$ cat src/rtl/rps_pkg.sv
// Shared codes for the rock-paper-scissors match scoreboard: judge result codes,
// match winner codes, display bytes and the match FSM state encoding.
package rps_pkg;

  typedef enum logic [1:0] {
    RES_TIE = 2'b00,
    RES_P1  = 2'b01,
    RES_P2  = 2'b10,
    RES_INV = 2'b11
  } res_e;

  typedef enum logic [1:0] {
    WIN_NONE = 2'b00,
    WIN_P1   = 2'b01,
    WIN_P2   = 2'b10,
    WIN_DRAW = 2'b11
  } winner_e;

  typedef enum logic [1:0] {
    ST_IDLE = 2'b00,
    ST_PLAY = 2'b01,
    ST_OVER = 2'b10
  } state_e;

  localparam logic [7:0] ASCII_IDLE = 8'h00;
  localparam logic [7:0] ASCII_PLAY = 8'h2D;
  localparam logic [7:0] ASCII_P1   = 8'h31;
  localparam logic [7:0] ASCII_P2   = 8'h32;
  localparam logic [7:0] ASCII_DRAW = 8'h44;

  // Display byte shown once the match has been decided.
  function automatic logic [7:0] winner_ascii(winner_e w);
    case (w)
      WIN_P1:   return ASCII_P1;
      WIN_P2:   return ASCII_P2;
      WIN_DRAW: return ASCII_DRAW;
      default:  return ASCII_IDLE;
    endcase
  endfunction

endpackage

$ cat src/rtl/rps_sat_counter.sv
// Saturating up-counter with synchronous clear; used for both player scores
// and the total tie count.
module rps_sat_counter #(
  parameter int W = 4
) (
  input  logic         clk,
  input  logic         rst,
  input  logic         inc_i,
  input  logic         clr_i,
  output logic [W-1:0] count_o
);

  logic [W-1:0] count_q;

  // NOTE: flops are written with non-blocking (<=) so every register samples
  // pre-edge values; blocking here would create order-dependent simulation.
  always_ff @(posedge clk or posedge rst) begin
    if (rst) begin
      count_q <= '0;
    end else if (clr_i) begin
      count_q <= '0;
    end else if (inc_i && (count_q != {W{1'b1}})) begin
      count_q <= count_q + W'(1);
    end
  end

  assign count_o = count_q;

endmodule

$ cat src/rtl/rps_match_scoreboard.sv
// Match scoreboard: accepts judged rounds, keeps scores and decides the match.
// Optional feature macro RPS_TIE_LIMIT_EN: TIE_LIMIT consecutive ties end the match as a draw.
module rps_match_scoreboard
  import rps_pkg::*;
#(
  parameter int WIN_TARGET = 3,
  parameter int SCORE_W    = 4,
  parameter int TIE_LIMIT  = 4
) (
  input  logic               clk,
  input  logic               rst,
  input  logic               round_valid,
  input  logic [1:0]         round_result,
  input  logic               clear,
  output logic               round_ready,
  output logic [SCORE_W-1:0] p1_score,
  output logic [SCORE_W-1:0] p2_score,
  output logic [SCORE_W-1:0] tie_count,
  output logic               invalid_pulse,
  output logic               match_done,
  output logic [1:0]         match_winner,
  output logic [7:0]         result_ascii
);

  if (WIN_TARGET < 1 || WIN_TARGET > (2**SCORE_W - 1) || TIE_LIMIT < 1) begin : g_bad_param
    $error("rps_match_scoreboard: illegal WIN_TARGET/SCORE_W/TIE_LIMIT");
  end

  state_e     state_q;
  winner_e    winner_q;
  logic       done_q;
  logic       inv_q;
  logic [7:0] ascii_q;

  res_e res;
  logic accept;
  logic inc_p1, inc_p2, inc_tie;
  logic p1_hit, p2_hit, draw_hit;

  assign round_ready = (state_q != ST_OVER);

  // NOTE: every signal assigned in always_comb gets a default first, so no
  // path leaves it unassigned and no latch is inferred.
  always_comb begin
    res     = res_e'(round_result);
    accept  = round_valid && round_ready && !clear;
    inc_p1  = accept && (res == RES_P1);
    inc_p2  = accept && (res == RES_P2);
    inc_tie = accept && (res == RES_TIE);
    p1_hit  = inc_p1 && (({1'b0, p1_score} + (SCORE_W+1)'(1)) == (SCORE_W+1)'(WIN_TARGET));
    p2_hit  = inc_p2 && (({1'b0, p2_score} + (SCORE_W+1)'(1)) == (SCORE_W+1)'(WIN_TARGET));
  end

`ifdef RPS_TIE_LIMIT_EN
  localparam int RUN_W = $clog2(TIE_LIMIT + 1);

  logic [RUN_W-1:0] run_q;

  // Consecutive-tie run: decisive rounds break it, invalid rounds leave it alone.
  always_ff @(posedge clk or posedge rst) begin
    if (rst) begin
      run_q <= '0;
    end else if (clear) begin
      run_q <= '0;
    end else if (inc_tie) begin
      run_q <= run_q + RUN_W'(1);
    end else if (inc_p1 || inc_p2) begin
      run_q <= '0;
    end
  end

  assign draw_hit = inc_tie && (({1'b0, run_q} + (RUN_W+1)'(1)) == (RUN_W+1)'(TIE_LIMIT));
`else
  assign draw_hit = 1'b0;
`endif

  always_ff @(posedge clk or posedge rst) begin
    if (rst) begin
      state_q  <= ST_IDLE;
      done_q   <= 1'b0;
      winner_q <= WIN_NONE;
      ascii_q  <= ASCII_IDLE;
      inv_q    <= 1'b0;
    end else if (clear) begin
      state_q  <= ST_IDLE;
      done_q   <= 1'b0;
      winner_q <= WIN_NONE;
      ascii_q  <= ASCII_IDLE;
      inv_q    <= 1'b0;
    end else begin
      inv_q <= accept && (res == RES_INV);
      if (accept) begin
        if (p1_hit) begin
          state_q  <= ST_OVER;
          done_q   <= 1'b1;
          winner_q <= WIN_P1;
          ascii_q  <= winner_ascii(WIN_P1);
        end else if (p2_hit) begin
          state_q  <= ST_OVER;
          done_q   <= 1'b1;
          winner_q <= WIN_P2;
          ascii_q  <= winner_ascii(WIN_P2);
        end else if (draw_hit) begin
          state_q  <= ST_OVER;
          done_q   <= 1'b1;
          winner_q <= WIN_DRAW;
          ascii_q  <= winner_ascii(WIN_DRAW);
        end else begin
          state_q  <= ST_PLAY;
          ascii_q  <= ASCII_PLAY;
        end
      end
    end
  end

  rps_sat_counter #(.W(SCORE_W)) u_p1_cnt (
    .clk     (clk),
    .rst     (rst),
    .inc_i   (inc_p1),
    .clr_i   (clear),
    .count_o (p1_score)
  );

  rps_sat_counter #(.W(SCORE_W)) u_p2_cnt (
    .clk     (clk),
    .rst     (rst),
    .inc_i   (inc_p2),
    .clr_i   (clear),
    .count_o (p2_score)
  );

  rps_sat_counter #(.W(SCORE_W)) u_tie_cnt (
    .clk     (clk),
    .rst     (rst),
    .inc_i   (inc_tie),
    .clr_i   (clear),
    .count_o (tie_count)
  );

  assign invalid_pulse = inv_q;
  assign match_done    = done_q;
  assign match_winner  = winner_q;
  assign result_ascii  = ascii_q;

endmodule

$ cat config.mk
export PLATFORM = sky130hd
export DESIGN_NAME = rps_match_scoreboard
export DESIGN_NICKNAME = d
export VERILOG_FILES = /design/src/rtl/rps_pkg.sv /design/src/rtl/rps_sat_counter.sv /design/src/rtl/rps_match_scoreboard.sv
export SDC_FILE = /design/constraint.sdc
export NUM_CORES = 1
export LEC_CHECK = 0
export ABC_CLOCK_PERIOD_IN_PS = 2000
export CORE_MARGIN = 5
export CORE_UTILIZATION = 47
export DETAILED_ROUTE_END_ITERATION = 10
export PLACE_DENSITY_LB_ADDON = 0.1
export SYNTH_ARGS = -nofsm -noshare
export SYNTH_HDL_FRONTEND = slang
export SYNTH_SLANG_ARGS = --single-unit
$ cat constraint.sdc
create_clock -name clk -period 2 [get_ports clk]
set_input_delay 0.2 -clock clk [delete_from_list [all_inputs] [get_ports clk]]
set_output_delay 0.2 -clock clk [all_outputs]
set_load 0.03 [all_outputs]
After elaboration in Yosys (flattened, before gate mapping)

Cells that the tools add are included.

Bits in registers: 26
Output and inout port bits: 25
Logic and storage cells: 64

Add/subtract/negate cells: 5
Eq/ne operators: 9
Mux-type cells: 23
Reductions and logical operators: 19

Operators by type and width:

| cell                | number |
|---|---|
| $mux 4              | 6 |
| $mux 2              | 8 |
| $mux 8              | 2 |
| $add 4x1->4 const B | 3 |
| $ne 4x4->1 const B  | 3 |
| $logic_and 1x1->1   | 11 |
| $add 4x1->5 const B | 2 |
| $eq 5x2->1 const B  | 2 |
| $mux 5              | 2 |
| $reduce_bool 2->1   | 4 |
| $mux 1              | 5 |
| $eq 2x2->1 const B  | 2 |
| $reduce_bool 3->1   | 1 |
| $eq 2x1->1 const B  | 1 |
| $logic_not 2->1     | 1 |
| $ne 2x2->1 const B  | 1 |
| $reduce_and 2->1    | 1 |
| $logic_not 1->1     | 1 |

Longest topological paths before layout

Depth after elaboration: 9
Gate-level depth with buffers: 6
Depth with buffers taken out: 6

Modules after synthesis

A second synthesis with hierarchy kept.

Cells, all modules: 109
Area, all modules: 1177.4 um2

Modules (own cells, without submodules):

| module               | times used | cells each | area an instance (um2) | sequential area each (um2) |
|---|---|---|---|---|
| rps_sat_counter      | 3          | 21         | 230.2                  | 100.1 |
| rps_match_scoreboard | 1          | 46         | 486.7                  | 225.2 |

Worst setup path before layout

No wires, ideal clock.

Kind: flip-flop to flip-flop
Start: register u_p2_cnt.count_q[0] (netlist: u_p2_cnt.count_o[0])
End: register winner_q[0] (netlist: match_winner[0])
Setup time: 0.122 ns
Arrival time: 1.566 ns
Path slack: 0.312 ns
Stages on the path, launching flop included: 6
Path buffers: 0
Period minus slack after synthesis: 1.688 ns
Cells stage by stage: dfrtp_1 ha_1 or2_2 o21ai_1 a21oi_1 a32o_1

Longest elaborated chain between the ends: 5

RTL lines:

| what                               | line                       | text |
|---|---|---|
| start, declared                    | rps_sat_counter.sv:13      | `logic [W-1:0] count_q;` |
| start signal, assigned             | rps_sat_counter.sv:23      | `count_q <= count_q + W'(1);` |
| $add 4x1->5                        | rps_match_scoreboard.sv:51 | `p2_hit = inc_p2 && (({1'b0, p2_score} + (SCORE_W+1)'(1)) == (SCORE_W+1)'(WIN_TARGET));` |
| $eq 5x2->1                         | rps_match_scoreboard.sv:51 |  |
| $logic_and 1x1->1                  | rps_match_scoreboard.sv:51 |  |
| $reduce_bool 3->1 (no source line) | -                          |  |
| $reduce_and 2->1 (no source line)  | -                          |  |
| end signal, assigned               | rps_match_scoreboard.sv:81 | `winner_q <= WIN_NONE;` |
| end signal, assigned               | rps_match_scoreboard.sv:87 | `winner_q <= WIN_NONE;` |
| end signal, assigned               | rps_match_scoreboard.sv:96 | `winner_q <= WIN_P1;` |
| end, declared                      | rps_match_scoreboard.sv:30 | `winner_e winner_q;` |

No other way between the ends.
A chain may end at the register's enable or synchronous reset.

Worst setup path after layout

Start: register u_p2_cnt.count_q[1] (netlist: u_p2_cnt.count_o[1])
End: register ascii_q[4] (netlist: result_ascii[4])

Longest elaborated chain between the ends: 7

RTL lines:

| what                 | line                        | text |
|---|---|---|
| $add 4x1->5          | rps_match_scoreboard.sv:51  |  |
| $eq 5x2->1           | rps_match_scoreboard.sv:51  |  |
| $logic_and 1x1->1    | rps_match_scoreboard.sv:51  |  |
| $mux 5               | rps_match_scoreboard.sv:98  | `end else if (p2_hit) begin` |
| $mux 5               | rps_match_scoreboard.sv:93  | `if (p1_hit) begin` |
| $mux 8               | rps_match_scoreboard.sv:92  | `if (accept) begin` |
| $mux 8               | rps_match_scoreboard.sv:84  | `end else if (clear) begin` |
| end signal, assigned | rps_match_scoreboard.sv:97  | `ascii_q <= winner_ascii(WIN_P1);` |
| end signal, assigned | rps_match_scoreboard.sv:102 | `ascii_q <= winner_ascii(WIN_P2);` |
| end signal, assigned | rps_match_scoreboard.sv:107 | `ascii_q <= winner_ascii(WIN_DRAW);` |
| end, declared        | rps_match_scoreboard.sv:33  | `logic [7:0] ascii_q;` |

No other way between the ends. The select of a mux whose other input is x is not followed.

==> flow_summary.json <==
{
  "async_reset_ff_share_pct": 100,
  "yosysWarnings": 0,
  "htree_levels": 1,
  "worst-setup-path-type": "flop to flop",
  "core.rowCount": 17,
  "skew_ns": 0.00249,
  "synthCells": 117,
  "dp_slack_ns": 0.281,
  "vias": 985,
  "period_share_pct": 83.9,
  "tns_ns": 0,
  "drc": 0,
  "hold_slack_ns": 0.225,
  "hold_viol": 0,
  "wl_per_cell_um": 14.3,
  "track_usage_pct": 16.3,
  "grt_pass1_wl_um": 4410,
  "cts_setup_buffers": 0,
  "clock_sinks": 21,
  "ir_drop_mv": 0.371,
  "syn_to_final_growth_pct": 29.8,
  "layout_min_cycle_time_ns": 1.68,
  "drtAntennaViolNets": 0,
  "nets": 160,
  "critPathBufInv": 0,
  "status": "finished, final reports clean",
  "cp-end-kind": "flop",
  "hold_path.class": "input pin to async pin",
  "io_buffer_count": 28,
  "core_area_mm2": 0.00225,
  "maxCapViolations": 0,
  "synth.distinct_cells": 40,
  "diodes": 0,
  "avgSynthCellArea_um2": 9.72,
  "seq_area_um2": 526,
  "cts_hold_buf": 0,
  "ys.flop_type": "dfrtp_1",
  "utilization_pct": 65.5,
  "final_cell_mix": "clkdlybuf4s50_1, dfrtp_1, nor2_1",
  "worstPathMaxFanout": 6,
  "critPathSlowestCell": "dfrtp_1",
  "synth_edf_count": 0,
  "critical-path-top-delay-family": "compound AO/OA/AOI/OAI gates",
  "vias_per_cell": 5.60,
  "setup_viol": 0,
  "synth_seq_area_share_pct": 46.2,
  "io_pins": 31,
  "layout-drive-gt1-share_pct": 10.1,
  "clk_path_buf_depth": 2,
  "drv_slew": 0,
  "die_h_um": 59.2,
  "multiInputGateArea_um2": 551,
  "dr.pass1.iters": 4,
  "dp_hpwl_um": 1920,
  "worst_slack_ns": 0.323,
  "wl_um": 2520,
  "initial_core_util_pct": 50.4,
  "place_congestion": 0.891,
  "ys_top_cells_by_area": "dfrtp_1, ha_1, a21oi_1",
  "num-fill-cells": 204,
  "die_area_mm2": 0.00350,
  "cpPeakStageDelay_ns": 0.44,
  "cts_tree": "done",
  "fmax_ghz": 0.596,
  "power.density_mw_per_mm2": 527,
  "layout_commonest_cell": "clkdlybuf4s50_1",
  "first_iter_violations": 13,
  "dieWidth_um": 59.2,
  "p_leak_nw": 0.645,
  "synth_seq_cells": 21,
  "placed_cells": 172,
  "crit_chain": "ha_1 -> or2_2 -> o21ai_1 -> a2bb2oi_1 -> a211oi_1",
  "antenna_found_initial": 0,
  "clock_latency_ns": 0.29,
  "clkTransAtPathRegs_ns": 0.11,
  "synth_largest_area_cell": "dfrtp_1",
  "arrival_ns": 1.89,
  "grt_pass1_vias": 1019,
  "instances_no_fill": 176,
  "cts_buffers": 3,
  "cts-root-buf": "clkbuf_4",
  "crit_path_start_kind": "flop",
  "grt_overflow": 0,
  "netlist.area_leader.share_pct": 46.2,
  "grt_max_degree": 22,
  "netlist_area_mm2": 0.00114,
  "r2r_slack_ns": 0.32,
  "worstPathRequired_ns": 2.21,
  "rsz0062_at_grt": "no"
}
[synthesized netlist by cell type (3+ instances only)]
| library cell | n |
|---|---|
| nand3_1 | 6 |
| nor2_1 | 10 |
| xor2_1 | 3 |
| nand4_1 | 5 |
| dfrtp_1 | 21 |
| a21oi_1 | 8 |
| o21ai_0 | 4 |
| buf_4 | 3 |
| nand2_1 | 7 |
| ha_1 | 5 |
| inv_1 | 9 |
[per-layer routing]
layer	up-vias	routed length, um	GRT usage, %
li1	476	-	-
met1	482	1150	20.3
met2	23	1230	27.5
met3	4	116	3.49
met4	0	27	5.83
met5	-	0	0
[sequential cells by signal, indices dropped and copies added (netlist names)]
register,flops
state_q,1
match_done,1
u_p2_cnt.count_o,4
match_winner,2
invalid_pulse,1
result_ascii,4
u_tie_cnt.count_o,4
u_p1_cnt.count_o,4
[per-stage QoR]
step           area [um^2]  power (mW)
2_1_floorplan         1140       0.535
3_3_place_gp          1450       0.586
3_5_place_dp          1450       0.588
4_1_cts               1470       0.793
5_1_grt               1480       0.826
6_report              1480       0.778
[timing repair]
action / 4_1_cts / 5_1_grt
setup endpoints to repair: 0 / 1
resized for setup: 0 / 1
endpoints found under the hold margin: 0 / 0
[power breakdown]
part           switching, mW  internal [mW]
clock network          0.122         0.0776
logic                 0.0819         0.0525
registers            0.00959          0.435
total                  0.214          0.565
[worst paths after layout]
kind	end	cells past startpoint	start
hold / removal	invalid_pulse$_DFF_PP0_	3	rst
min in group clk	match_done$_DFFE_PP0P_	1	match_done$_DFFE_PP0P_
setup / recovery	result_ascii[4]$_DFFE_PP0P_	5	u_p2_cnt.count_o[1]$_DFFE_PP0P_
setup reg to reg	result_ascii[4]$_DFFE_PP0P_	5	u_p2_cnt.count_o[1]$_DFFE_PP0P_
hold reg to reg	match_done$_DFFE_PP0P_	1	match_done$_DFFE_PP0P_
max in group asynchronous	match_winner[1]$_DFFE_PP0P_	3	rst
[cell type report]
class | count | share of cell area (%)
timing repair buffer | 31 | 20.7
inverter | 9 | 2.29
multi-input combinational | 83 | 37.3
clock buffer | 4 | 1.78
sequential | 21 | 35.6
tap | 28 | 2.37
[worst reg2reg max path, delay by kind of cell (launching register included)]
kind,cells,cell delay (ns)
DFF,1,0.44
adders and majority gates,1,0.23
and+or+nand+nor,1,0.30
AOI/OAI and AO/OA,3,0.63
[cells by family (layout without fill, tap and decap cells)]
family	Yosys count	in the layout	share of synthesized area, %
xor+xnor	4	4	3.08
simple gates	45	45	23.1
buf+inv	14	44	5.72
fa+ha+maj	5	5	5.50
mux	1	1	0.880
other cells	1	2	0.330
flops	21	21	46.2
compound gates	26	26	15.2
(Power assumes the default switching activity.)
